File: src/rtl/windowed_lut_integrator_if.sv
// windowed_lut_integrator_if: sample-in / window-result-out bundle.
// The master drives samples and the slave returns windowed sums and phase status.
`default_nettype none

interface windowed_lut_integrator_if #(
    parameter int IDX_W = 4,
    parameter int ACC_W = 13,
    parameter int CNT_W = 3
);
    logic             in_valid;
    logic [IDX_W-1:0] x;
    logic             out_valid;
    logic [ACC_W-1:0] y;
    logic             overflow;
    logic             phase;
    logic [CNT_W-1:0] cnt;

    modport master (
        output in_valid, x,
        input  out_valid, y, overflow, phase, cnt
    );

    modport slave (
        input  in_valid, x,
        output out_valid, y, overflow, phase, cnt
    );
endinterface

`default_nettype wire

File: src/rtl/windowed_lut_integrator.sv
// windowed_lut_integrator: sums lut[x] = STEP*x over WIN_LEN accepted samples, then skips SKIP_LEN.
// Overflow is sticky per window; SAT_EN selects clamp or wrap.
`default_nettype none

module windowed_lut_integrator #(
    parameter int IDX_W    = 4,
    parameter int STEP     = 25,
    parameter int VAL_W    = 9,
    parameter int ACC_W    = 13,
    parameter int WIN_LEN  = 4,
    parameter int SKIP_LEN = 4,
    parameter int SAT_EN   = 0,
    parameter int CNT_W    = $clog2(((WIN_LEN > SKIP_LEN) ? WIN_LEN : SKIP_LEN) + 1)
) (
    input  wire logic                  clk_i,
    input  wire logic                  rst_i,
    input  wire logic                  clear_i,
    windowed_lut_integrator_if.slave   bus
);
    localparam logic [0:0]       S_ACCUM   = 1'b0;
    localparam logic [0:0]       S_SKIP    = 1'b1;
    localparam logic [CNT_W-1:0] WIN_LAST  = CNT_W'(WIN_LEN - 1);
    localparam logic [CNT_W-1:0] SKIP_LAST = CNT_W'((SKIP_LEN > 0) ? SKIP_LEN - 1 : 0);

    logic [VAL_W-1:0] lut [2**IDX_W];

    for (genvar i = 0; i < 2**IDX_W; i++) begin : g_lut
        assign lut[i] = VAL_W'(STEP * i);
    end

    logic [0:0]       state_q, state_d;
    logic [ACC_W-1:0] acc_q, acc_d;
    logic [CNT_W-1:0] cnt_q, cnt_d;
    logic             wov_q, wov_d;
    logic [ACC_W-1:0] y_q, y_d;
    logic             ov_q, ov_d;
    logic             vld_q, vld_d;

    logic [VAL_W-1:0] lut_val;
    logic [ACC_W:0]   sum;
    logic             carry;
    logic [ACC_W-1:0] acc_add;
    logic             accept;
    logic             win_done;
    logic             skip_done;

    assign lut_val   = lut[bus.x];
    assign sum       = {1'b0, acc_q} + {{(ACC_W + 1 - VAL_W){1'b0}}, lut_val};
    assign carry     = sum[ACC_W];
    assign accept    = bus.in_valid & ~clear_i;
    assign win_done  = accept && (state_q == S_ACCUM) && (cnt_q == WIN_LAST);
    assign skip_done = accept && (state_q == S_SKIP) && (cnt_q == SKIP_LAST);

    // A clamped accumulator keeps carrying on every nonzero add, so it stays at all-ones.
    always_comb begin
        acc_add = sum[ACC_W-1:0];
        if (carry && (SAT_EN != 0)) begin
            acc_add = '1;
        end
    end

    always_ff @(posedge clk_i) begin
        if (rst_i) begin
            state_q <= S_ACCUM;
        end else begin
            state_q <= state_d;
        end
    end

    always_comb begin
        state_d = state_q;
        if (clear_i) begin
            state_d = S_ACCUM;
        end else if (win_done && (SKIP_LEN > 0)) begin
            state_d = S_SKIP;
        end else if (skip_done) begin
            state_d = S_ACCUM;
        end
    end

    always_comb begin
        acc_d = acc_q;
        cnt_d = cnt_q;
        wov_d = wov_q;
        y_d   = y_q;
        ov_d  = ov_q;
        vld_d = 1'b0;
        if (clear_i) begin
            acc_d = '0;
            cnt_d = '0;
            wov_d = 1'b0;
        end else if (accept) begin
            if (state_q == S_ACCUM) begin
                if (win_done) begin
                    y_d   = acc_add;
                    ov_d  = wov_q | carry;
                    vld_d = 1'b1;
                    acc_d = '0;
                    cnt_d = '0;
                    wov_d = 1'b0;
                end else begin
                    acc_d = acc_add;
                    wov_d = wov_q | carry;
                    cnt_d = cnt_q + CNT_W'(1);
                end
            end else begin
                cnt_d = skip_done ? '0 : cnt_q + CNT_W'(1);
            end
        end
    end

    always_ff @(posedge clk_i) begin
        if (rst_i) begin
            acc_q <= '0;
            cnt_q <= '0;
            wov_q <= 1'b0;
            y_q   <= '0;
            ov_q  <= 1'b0;
            vld_q <= 1'b0;
        end else begin
            acc_q <= acc_d;
            cnt_q <= cnt_d;
            wov_q <= wov_d;
            y_q   <= y_d;
            ov_q  <= ov_d;
            vld_q <= vld_d;
        end
    end

    assign bus.out_valid = vld_q;
    assign bus.y         = y_q;
    assign bus.overflow  = ov_q;
    assign bus.phase     = state_q[0];
    assign bus.cnt       = cnt_q;

endmodule

`default_nettype wire
File: src/flat_wrapper.sv
// flat-port wrapper written by rule: the top's interface ports become plain ports
module windowed_lut_integrator_flat 
#(
    parameter int IDX_W    = 4,
    parameter int STEP     = 25,
    parameter int VAL_W    = 9,
    parameter int ACC_W    = 13,
    parameter int WIN_LEN  = 4,
    parameter int SKIP_LEN = 4,
    parameter int SAT_EN   = 0,
    parameter int CNT_W    = $clog2(((WIN_LEN > SKIP_LEN) ? WIN_LEN : SKIP_LEN) + 1)
)
  (clk_i, rst_i, clear_i, bus_in_valid, bus_x, bus_out_valid, bus_y, bus_overflow, bus_phase, bus_cnt);
  windowed_lut_integrator_if #(.IDX_W(IDX_W), .ACC_W(ACC_W), .CNT_W(CNT_W)) bus_i ();
  input  wire logic clk_i;
  input  wire logic rst_i;
  input  wire logic clear_i;
  input wire logic [$bits(bus_i.in_valid)-1:0] bus_in_valid;
  input wire logic [$bits(bus_i.x)-1:0] bus_x;
  output wire logic [$bits(bus_i.out_valid)-1:0] bus_out_valid;
  output wire logic [$bits(bus_i.y)-1:0] bus_y;
  output wire logic [$bits(bus_i.overflow)-1:0] bus_overflow;
  output wire logic [$bits(bus_i.phase)-1:0] bus_phase;
  output wire logic [$bits(bus_i.cnt)-1:0] bus_cnt;
  assign bus_i.in_valid = bus_in_valid;
  assign bus_i.x = bus_x;
  assign bus_out_valid = bus_i.out_valid;
  assign bus_y = bus_i.y;
  assign bus_overflow = bus_i.overflow;
  assign bus_phase = bus_i.phase;
  assign bus_cnt = bus_i.cnt;
  windowed_lut_integrator #(.IDX_W(IDX_W), .STEP(STEP), .VAL_W(VAL_W), .ACC_W(ACC_W), .WIN_LEN(WIN_LEN), .SKIP_LEN(SKIP_LEN), .SAT_EN(SAT_EN), .CNT_W(CNT_W)) u_core (.clk_i(clk_i), .rst_i(rst_i), .clear_i(clear_i), .bus(bus_i));
endmodule
File: config.mk
export PLATFORM = sky130hd
export DESIGN_NAME = windowed_lut_integrator_flat
export DESIGN_NICKNAME = d
export VERILOG_FILES = /design/src/rtl/windowed_lut_integrator_if.sv /design/src/rtl/windowed_lut_integrator.sv /design/src/flat_wrapper.sv
export SDC_FILE = /design/constraint.sdc
export NUM_CORES = 1
export LEC_CHECK = 0
export BUFFER_PORTS_ARGS = -buffer_cell sky130_fd_sc_hd__buf_2
export CAP_MARGIN = 30
export CORE_MARGIN = 2
export CORE_UTILIZATION = 40
export CTS_CLUSTER_SIZE = 14
export DETAILED_ROUTE_END_ITERATION = 16
export PLACE_DENSITY_LB_ADDON = 0.3
export SYNTH_ARGS = -nofsm -noshare
export SYNTH_HDL_FRONTEND = slang
export SYNTH_SLANG_ARGS = --single-unit
File: constraint.sdc
create_clock -name clk_i -period 5.98 [get_ports clk_i]
set_input_delay 0.897 -clock clk_i [delete_from_list [all_inputs] [get_ports clk_i]]
set_output_delay 0.897 -clock clk_i [all_outputs]
set_load 0.01 [all_outputs]
==> flow_summary_export.csv, run 1 <==
group,metric,value,unit
status,outcome,"finished clean",
timing,fin_crit_sh,50.7,%
global_route,grt_usage,17.4,%
min_path,hp-class,"reg2reg",
synth,ys_ff_latch,33,
place,dp_slack,2.65,ns
floorplanning,core_area,5110,sq um
critical_path,worstReg2RegStart,"u_core.bus.cnt[0]",
timing,fin_crit,3.03,ns
floorplanning,start_util,41.4,%
cts,clock-sinks,33,
cts,root_buffer,"clkbuf_8",
drt,wl,4860,microns
drt,wl_met3,258,microns
drt,viasPerCell,5.50,
synth,avgSynthCellArea,8.45,sq um
power,powerDensity,194,nW/um^2
min_path,min_to,"u_core.bus.y[5]",
cts,hold_buffers,0,
power,combPwrFrac,15.4,%
global_route,grt_overflow,0,
drt,drcViolationCount,0,
drt,drt_iter0_drc,113,
layout,drive_gt1_share,18.4,%
critical_path,critPathRequiredTime,6.19,ns
timing,slew_violations,0,
cts,worstSkewPairLatency,0.29,ns
cts,cts_setup_buffers,0,
cts,clk_pin_slew,0.07,ns
place,portBuffers,26,
critical_path,critPathArrivalTime,3.25,ns
min_path,whs_path_depth,2,
floorplanning,die_x,76.7,microns
timing,setup_tns,0,ns
power,p_seq_share,49.0,%
floorplanning,rows,26,
critical_path,worstSetupPathType,"in2reg",
layout,fin_area,2350,sq um
global_route,grt_pass1_vias,1705,
synth,synthesis.area,2110,sq um
critical_path,cpPeakStageDelay,0.48,ns
critical_path,crit_chain,"buf_2 > inv_1 > ha_1 > mux4_2 > inv_1 > ha_1 > a21oi_1 > o21ai_2 > or4_1 > a31oi_1",
critical_path,critPathLaunchType,"primary input",
critical_path,r2r_cells,5,
timing,timing.fmax,0.330,GHz
timing,tightestPinTransition,0.862,ns
synth,synthFlopType,"dfxtp_1",
global_route,antenna_found_initial,0,
global_route,grt_max_degree,22,
synth,yosysWarnings,0,
place,gp_congestion,0.926,
timing,clock_skew,0.00813,ns
drt,routed.top_layer,"met4",
cts,clk_path_buf_depth,2,
timing,grt_setup_unrepaired,"no",
min_path,hold_start,"u_core.bus.y[5]",
critical_path,cp_max_fo,9,
synth,synthArstFlopShare,0,%
power,p_leak,0.000998,uW
layout,fillers,509,
synth,syn_inst,250,
layout,nets,297,
cts,cts_tree,"done",
drt,wl_per_cell,14.2,microns
global_route,grt_pass1_wl,8210,microns
place,postPlaceCellArea,2270,sq um
layout,diodes,0,
power,p_switching,126,uW
critical_path,critPathSlowestCell,"or4_1",
drt,wl_met1,2300,microns
timing,maxSlewHeadroom,42.5,%
flow_run,max-cap-violations,0,
floorplanning,ioPinCount,27,
cts,cts-resized-gates,0,
drt,wl_met2,2250,microns
place,dp_hpwl,3480,microns
floorplanning,die_area,5880,sq um
synth,seq_area_frac_synth,31.3,%
critical_path,worstSetupEndpointType,"register",
power,sw_frac_of_total,27.7,%
floorplanning,die_h,76.7,microns
drt,drt_first_pass_iters,4,
critical_path,reg2reg_slack,3.84,ns
power,internal-power,329,uW
cts,htree_levels,2,
timing,finalHoldViolCount,0,
timing,layout_setup_ws,2.95,ns
power,clkPwrFrac,35.6,%
timing,setup_viol,0,
drt,ant_nets,0,
synth,synth_fp_nets,276,
synth,synth_cell_types,60,
drt,vias,1881,
synth,synth_edf_count,0,
critical_path,reg2reg_to,"u_core.bus.y[9]",
cts,cts_inserted_buffers,5,
layout,syn_to_final_growth,11.5,%
power,ir_worst_vdd,137,uV
[power by group through the flow]
stage | registers [uW] | logic, uW | clock network (uW)
6_report | 223 | 70.0 | 162
2_1_floorplan | 228 | 52.7 | 0
4_1_cts | 223 | 70.1 | 164
3_3_place_gp | 228 | 69.2 | 0
3_5_place_dp | 228 | 69.7 | 0
5_1_grt | 224 | 78.3 | 175
[per-layer routing]
layer / up-vias / global-route usage, %
li1: 955 / -
met4: 0 / 6.18
met2: 46 / 27.9
met5: - / 0
met3: 7 / 3.53
met1: 873 / 23.1
[registers in the layout, indices dropped and copies added, names as in the netlist]
name and count:
u_core.bus.y 13, u_core.bus.overflow 1, u_core.bus.phase 1, u_core.wov_q 1, u_core.bus.cnt 3, u_core.acc_q 13, u_core.bus.out_valid 1
[layout by cell type (no fill, tap or decap), types with 3 or more instances in the layout]
master,instances
nor3_1,7
nand3b_1,3
mux2i_1,4
nor2_1,23
or4_1,4
o211ai_1,5
clkbuf_8,5
nand3_1,15
o21ai_1,6
a21o_1,7
dfxtp_1,33
ha_1,17
o21a_1,3
a21oi_1,20
nand2_1,19
buf_2,26
a31oi_1,4
or3_1,3
o21ai_0,8
inv_1,11
xor2_1,4
[critical path: cells and delay by family]
family | cells | cell delay, ns
buffers and inverters | 3 | 0.32
AND/OR/NAND/NOR | 1 | 0.48
AO/OA/AOI/OAI | 3 | 0.60
adder cells (fa/ha/maj) | 2 | 0.48
multiplexers | 1 | 0.45
[final cells by class]
type	count	area (sq um)	share of cell area, %
Multi-Input combinational cell	192	1350	57.1
Tap cell	70	87.6	3.72
Sequential cell	33	661	28.1
Clock inverter	2	10.0	0.425
Inverter	13	48.8	2.07
Timing Repair Buffer	26	130	5.53
Clock buffer	6	72.6	3.08
[synthesized netlist by cell type (4+ instances only)]
cell | number | area share (%)
or4_1 | 4 | 1.4
inv_1 | 11 | 2.0
ha_1 | 17 | 10
nor3_1 | 7 | 1.7
a31oi_1 | 4 | 1.2
clkbuf_1 | 8 | 1.4
a21oi_1 | 20 | 4.7
xor2_1 | 4 | 1.7
nand3_1 | 15 | 3.6
a21o_1 | 7 | 2.5
mux2i_1 | 4 | 1.9
dfxtp_1 | 33 | 31
o21ai_0 | 8 | 1.9
o21ai_1 | 6 | 1.4
o211ai_1 | 5 | 1.8
nor2_1 | 23 | 4.1
nand2_1 | 19 | 3.4
[logic make-up (layout without fill, tap and decap cells)]
logic type | after synthesis | after routing | synth area share (%)
XOR/XNOR | 5 | 5 | 2.07
multiplexers | 6 | 6 | 3.50
buffers and inverters | 25 | 47 | 5.04
adder cells (fa/ha/maj) | 18 | 18 | 11.0
AO/OA/AOI/OAI | 69 | 69 | 22.5
AND/OR/NAND/NOR | 94 | 94 | 24.6
flip-flops | 33 | 33 | 31.3
[how the worst max path moves through the flow]
stage                     slack (ns)      from  cells past startpoint               end
after floorplan                 2.83  bus_x[3]                      9   u_core.acc_q[9]
after global placement          2.72  bus_x[1]                     10   u_core.acc_q[9]
after detailed placement        2.65  bus_x[1]                     10   u_core.acc_q[9]
after CTS                       2.95  bus_x[1]                     10   u_core.acc_q[9]
after global routing            2.70  bus_x[1]                     12  u_core.acc_q[11]
final                           2.95  bus_x[1]                     10   u_core.acc_q[9]
[per-stage QoR]
stage                     util, %  hold WS [ns]  power (uW)  instances
final                        46.1         0.454         456        342
after global routing         46.1         0.476         477        342
after CTS                    46.1         0.460         458        342
after detailed placement     44.5         0.450         298        334
after global placement       44.5         0.444         298        334
after floorplan                 -         0.438         281        250
Note: power is estimated with default switching activity, not from simulation.
==> inputs of run 2 (changes only) <==
==> constraint.sdc (replaced) <==
create_clock -name clk_i -period 2.52 [get_ports clk_i]
set_input_delay 0.378 -clock clk_i [delete_from_list [all_inputs] [get_ports clk_i]]
set_output_delay 0.378 -clock clk_i [all_outputs]
set_load 0.01 [all_outputs]
==> run 2 against run 1 <==
Sequential power is 140% higher. Via count is 3.3% higher. Cell count is 5.8% higher. Combinational power grew to 2.6 times the previous value. Hold slack worse by 0.053 ns. Register-to-register slack worse by 3.4 ns. Highest routed layer unchanged. Clock skew is 0.0023 ns lower. Largest cell class unchanged. Global-route usage hardly changed. Die area stayed put.
==> flow_summary_export.csv, run 2 (synthesized netlist as in run 1, its figures left out) <==
group,metric,value,unit
status,outcome,"finished clean",
layout,final_common_cell,"dfxtp_1",
place,dp_hpwl,3680,microns
timing,finalHoldViolCount,0,
critical_path,critPathLaunchType,"primary input",
power,p_leak,0.00111,uW
drt,drt_iter0_drc,104,
critical_path,cpPeakStageDelay,0.48,ns
timing,fin_crit,2.30,ns
timing,fin_crit_sh,91.4,%
critical_path,critPathRequiredTime,2.74,ns
timing,slew_violations,0,
floorplanning,die_x,76.7,microns
layout,mostFrequentLayoutCells,"dfxtp_1 (33), buf_2 (26), nor2_1 (23)",
timing,setup_viol,0,
drt,drt_first_pass_iters,4,
timing,grt_setup_unrepaired,"no",
layout,multi_input_area,1350,sq um
layout,ff_latch_area,661,sq um
timing,setup_tns,0,ns
drt,vias,1943,
place,portBuffers,26,
critical_path,cp_max_fo,4,
place,gp_congestion,0.851,
layout,fin_util,49.7,%
floorplanning,core_area,5110,sq um
critical_path,crit_family,"compound AO/OA/AOI/OAI gates",
cts,worstSkewPairLatency,0.29,ns
timing,maxSlewHeadroom,61.2,%
drt,wl_per_cell,13.4,microns
timing,clock_skew,0.00585,ns
floorplanning,rows,26,
layout,nets,317,
critical_path,critPathSlowestCell,"or4_1",
critical_path,worstSetupEndpointType,"register",
cts,root_buffer,"clkbuf_8",
cts,cts_setup_buffers,0,
floorplanning,ioPinCount,27,
drt,wl,4830,microns
flow_run,max-cap-violations,0,
cts,htree_levels,2,
drt,viasPerCell,5.37,
global_route,grt_max_degree,22,
critical_path,critPathArrivalTime,2.52,ns
power,powerDensity,485,nW/um^2
global_route,grt_pass1_vias,1804,
cts,clk_pin_slew,0.07,ns
floorplanning,start_util,41.4,%
layout,fillers,522,
drt,drcViolationCount,0,
cts,hold_buffers,0,
critical_path,cp_num_buf_inv,3,
cts,clock-sinks,33,
cts,cts-resized-gates,0,
global_route,antenna_found_initial,0,
critical_path,crit_chain,"buf_2 > inv_1 > ha_1 > mux4_2 > inv_1 > ha_1 > a21oi_1 > o21ai_2 > or4_1 > a31oi_1",
power,ir_worst_vdd,404,uV
floorplanning,die_h,76.7,microns
critical_path,worstSetupPathType,"in2reg",
global_route,grt_pass1_wl,8320,microns
cts,cts_tree,"done",
layout,syn_to_final_growth,20.2,%
layout,diodes,0,
timing,timing.fmax,0.434,GHz
cts,cts_inserted_buffers,5,
layout,drive_gt1_share,24.0,%
cts,clk_path_buf_depth,2,
min_path,hp-class,"in2reg",
timing,tightestPinTransition,0.580,ns
global_route,grt_overflow,0,
drt,ant_nets,0,
floorplanning,die_area,5880,sq um
global_route,grt_usage,17.3,%
run 2: cell count changes in the layout (fill, tap and decap cells not counted), sizes merged:
cell    change
clkbuf      +1
clkinv      -2
bufinv      +1
buf        +20
run 2: metal layers:
metal  wire [microns]  global-route usage, %
met5                0                      0
met4               51                   6.18
met3              177                   3.88
met2             2300                   28.3
met1             2300                   22.4
run 2: path summary, 6_finish.rpt:
kind	cells past startpoint	slack [ns]	endpoint	from
worst max-delay path	10	0.22	u_core.acc_q[9]	bus_x[0]
worst min-delay path	3	0.40	u_core.bus.cnt[1]	bus_in_valid
worst max register to register	8	0.45	u_core.acc_q[12]	u_core.acc_q[0]
worst min register to register	2	0.45	u_core.bus.y[5]	u_core.bus.y[5]
run 2: stage by stage:
| step | area (sq um) | hold slack [ns] | total power [uW] | worst slack, ns | instances |
|---|---|---|---|---|---|
| final | 2540 | 0.401 | 1230 | 0.217 | 362 |
| after global routing | 2540 | 0.400 | 1280 | 0.0199 | 362 |
| after CTS | 2540 | 0.393 | 1240 | 0.223 | 362 |
| after detailed placement | 2420 | 0.449 | 727 | -0.0682 | 354 |
| after global placement | 2420 | 0.444 | 726 | -0.100 | 354 |
| after floorplan | 2110 | 0.438 | 667 | 0.0198 | 250 |
run 2: power by group:
part | internal [uW] | switching [uW]
combinational | 79.9 | 104
clock | 322 | 195
sequential | 527 | 3.84
total | 929 | 303
run 2: final cells by class:
cell class / instances / area share (%)
repair buffers: 46 / 11.0
clock buffers: 7 / 3.40
multi-input cells: 192 / 53.0
well taps: 70 / 3.45
clock inverters: 1 / 1.18
flip-flops and latches: 33 / 26.0
inverters: 13 / 1.92
run 2: worst register-to-register path: cells and delay by family, from the launching register on:
family,cells,cell delay [ns]
and+or+nand+nor,2,0.56
DFF,1,0.34
AOI/OAI and AO/OA,3,0.43
buffers and inverters,1,0.06
adders and majority gates,2,0.62
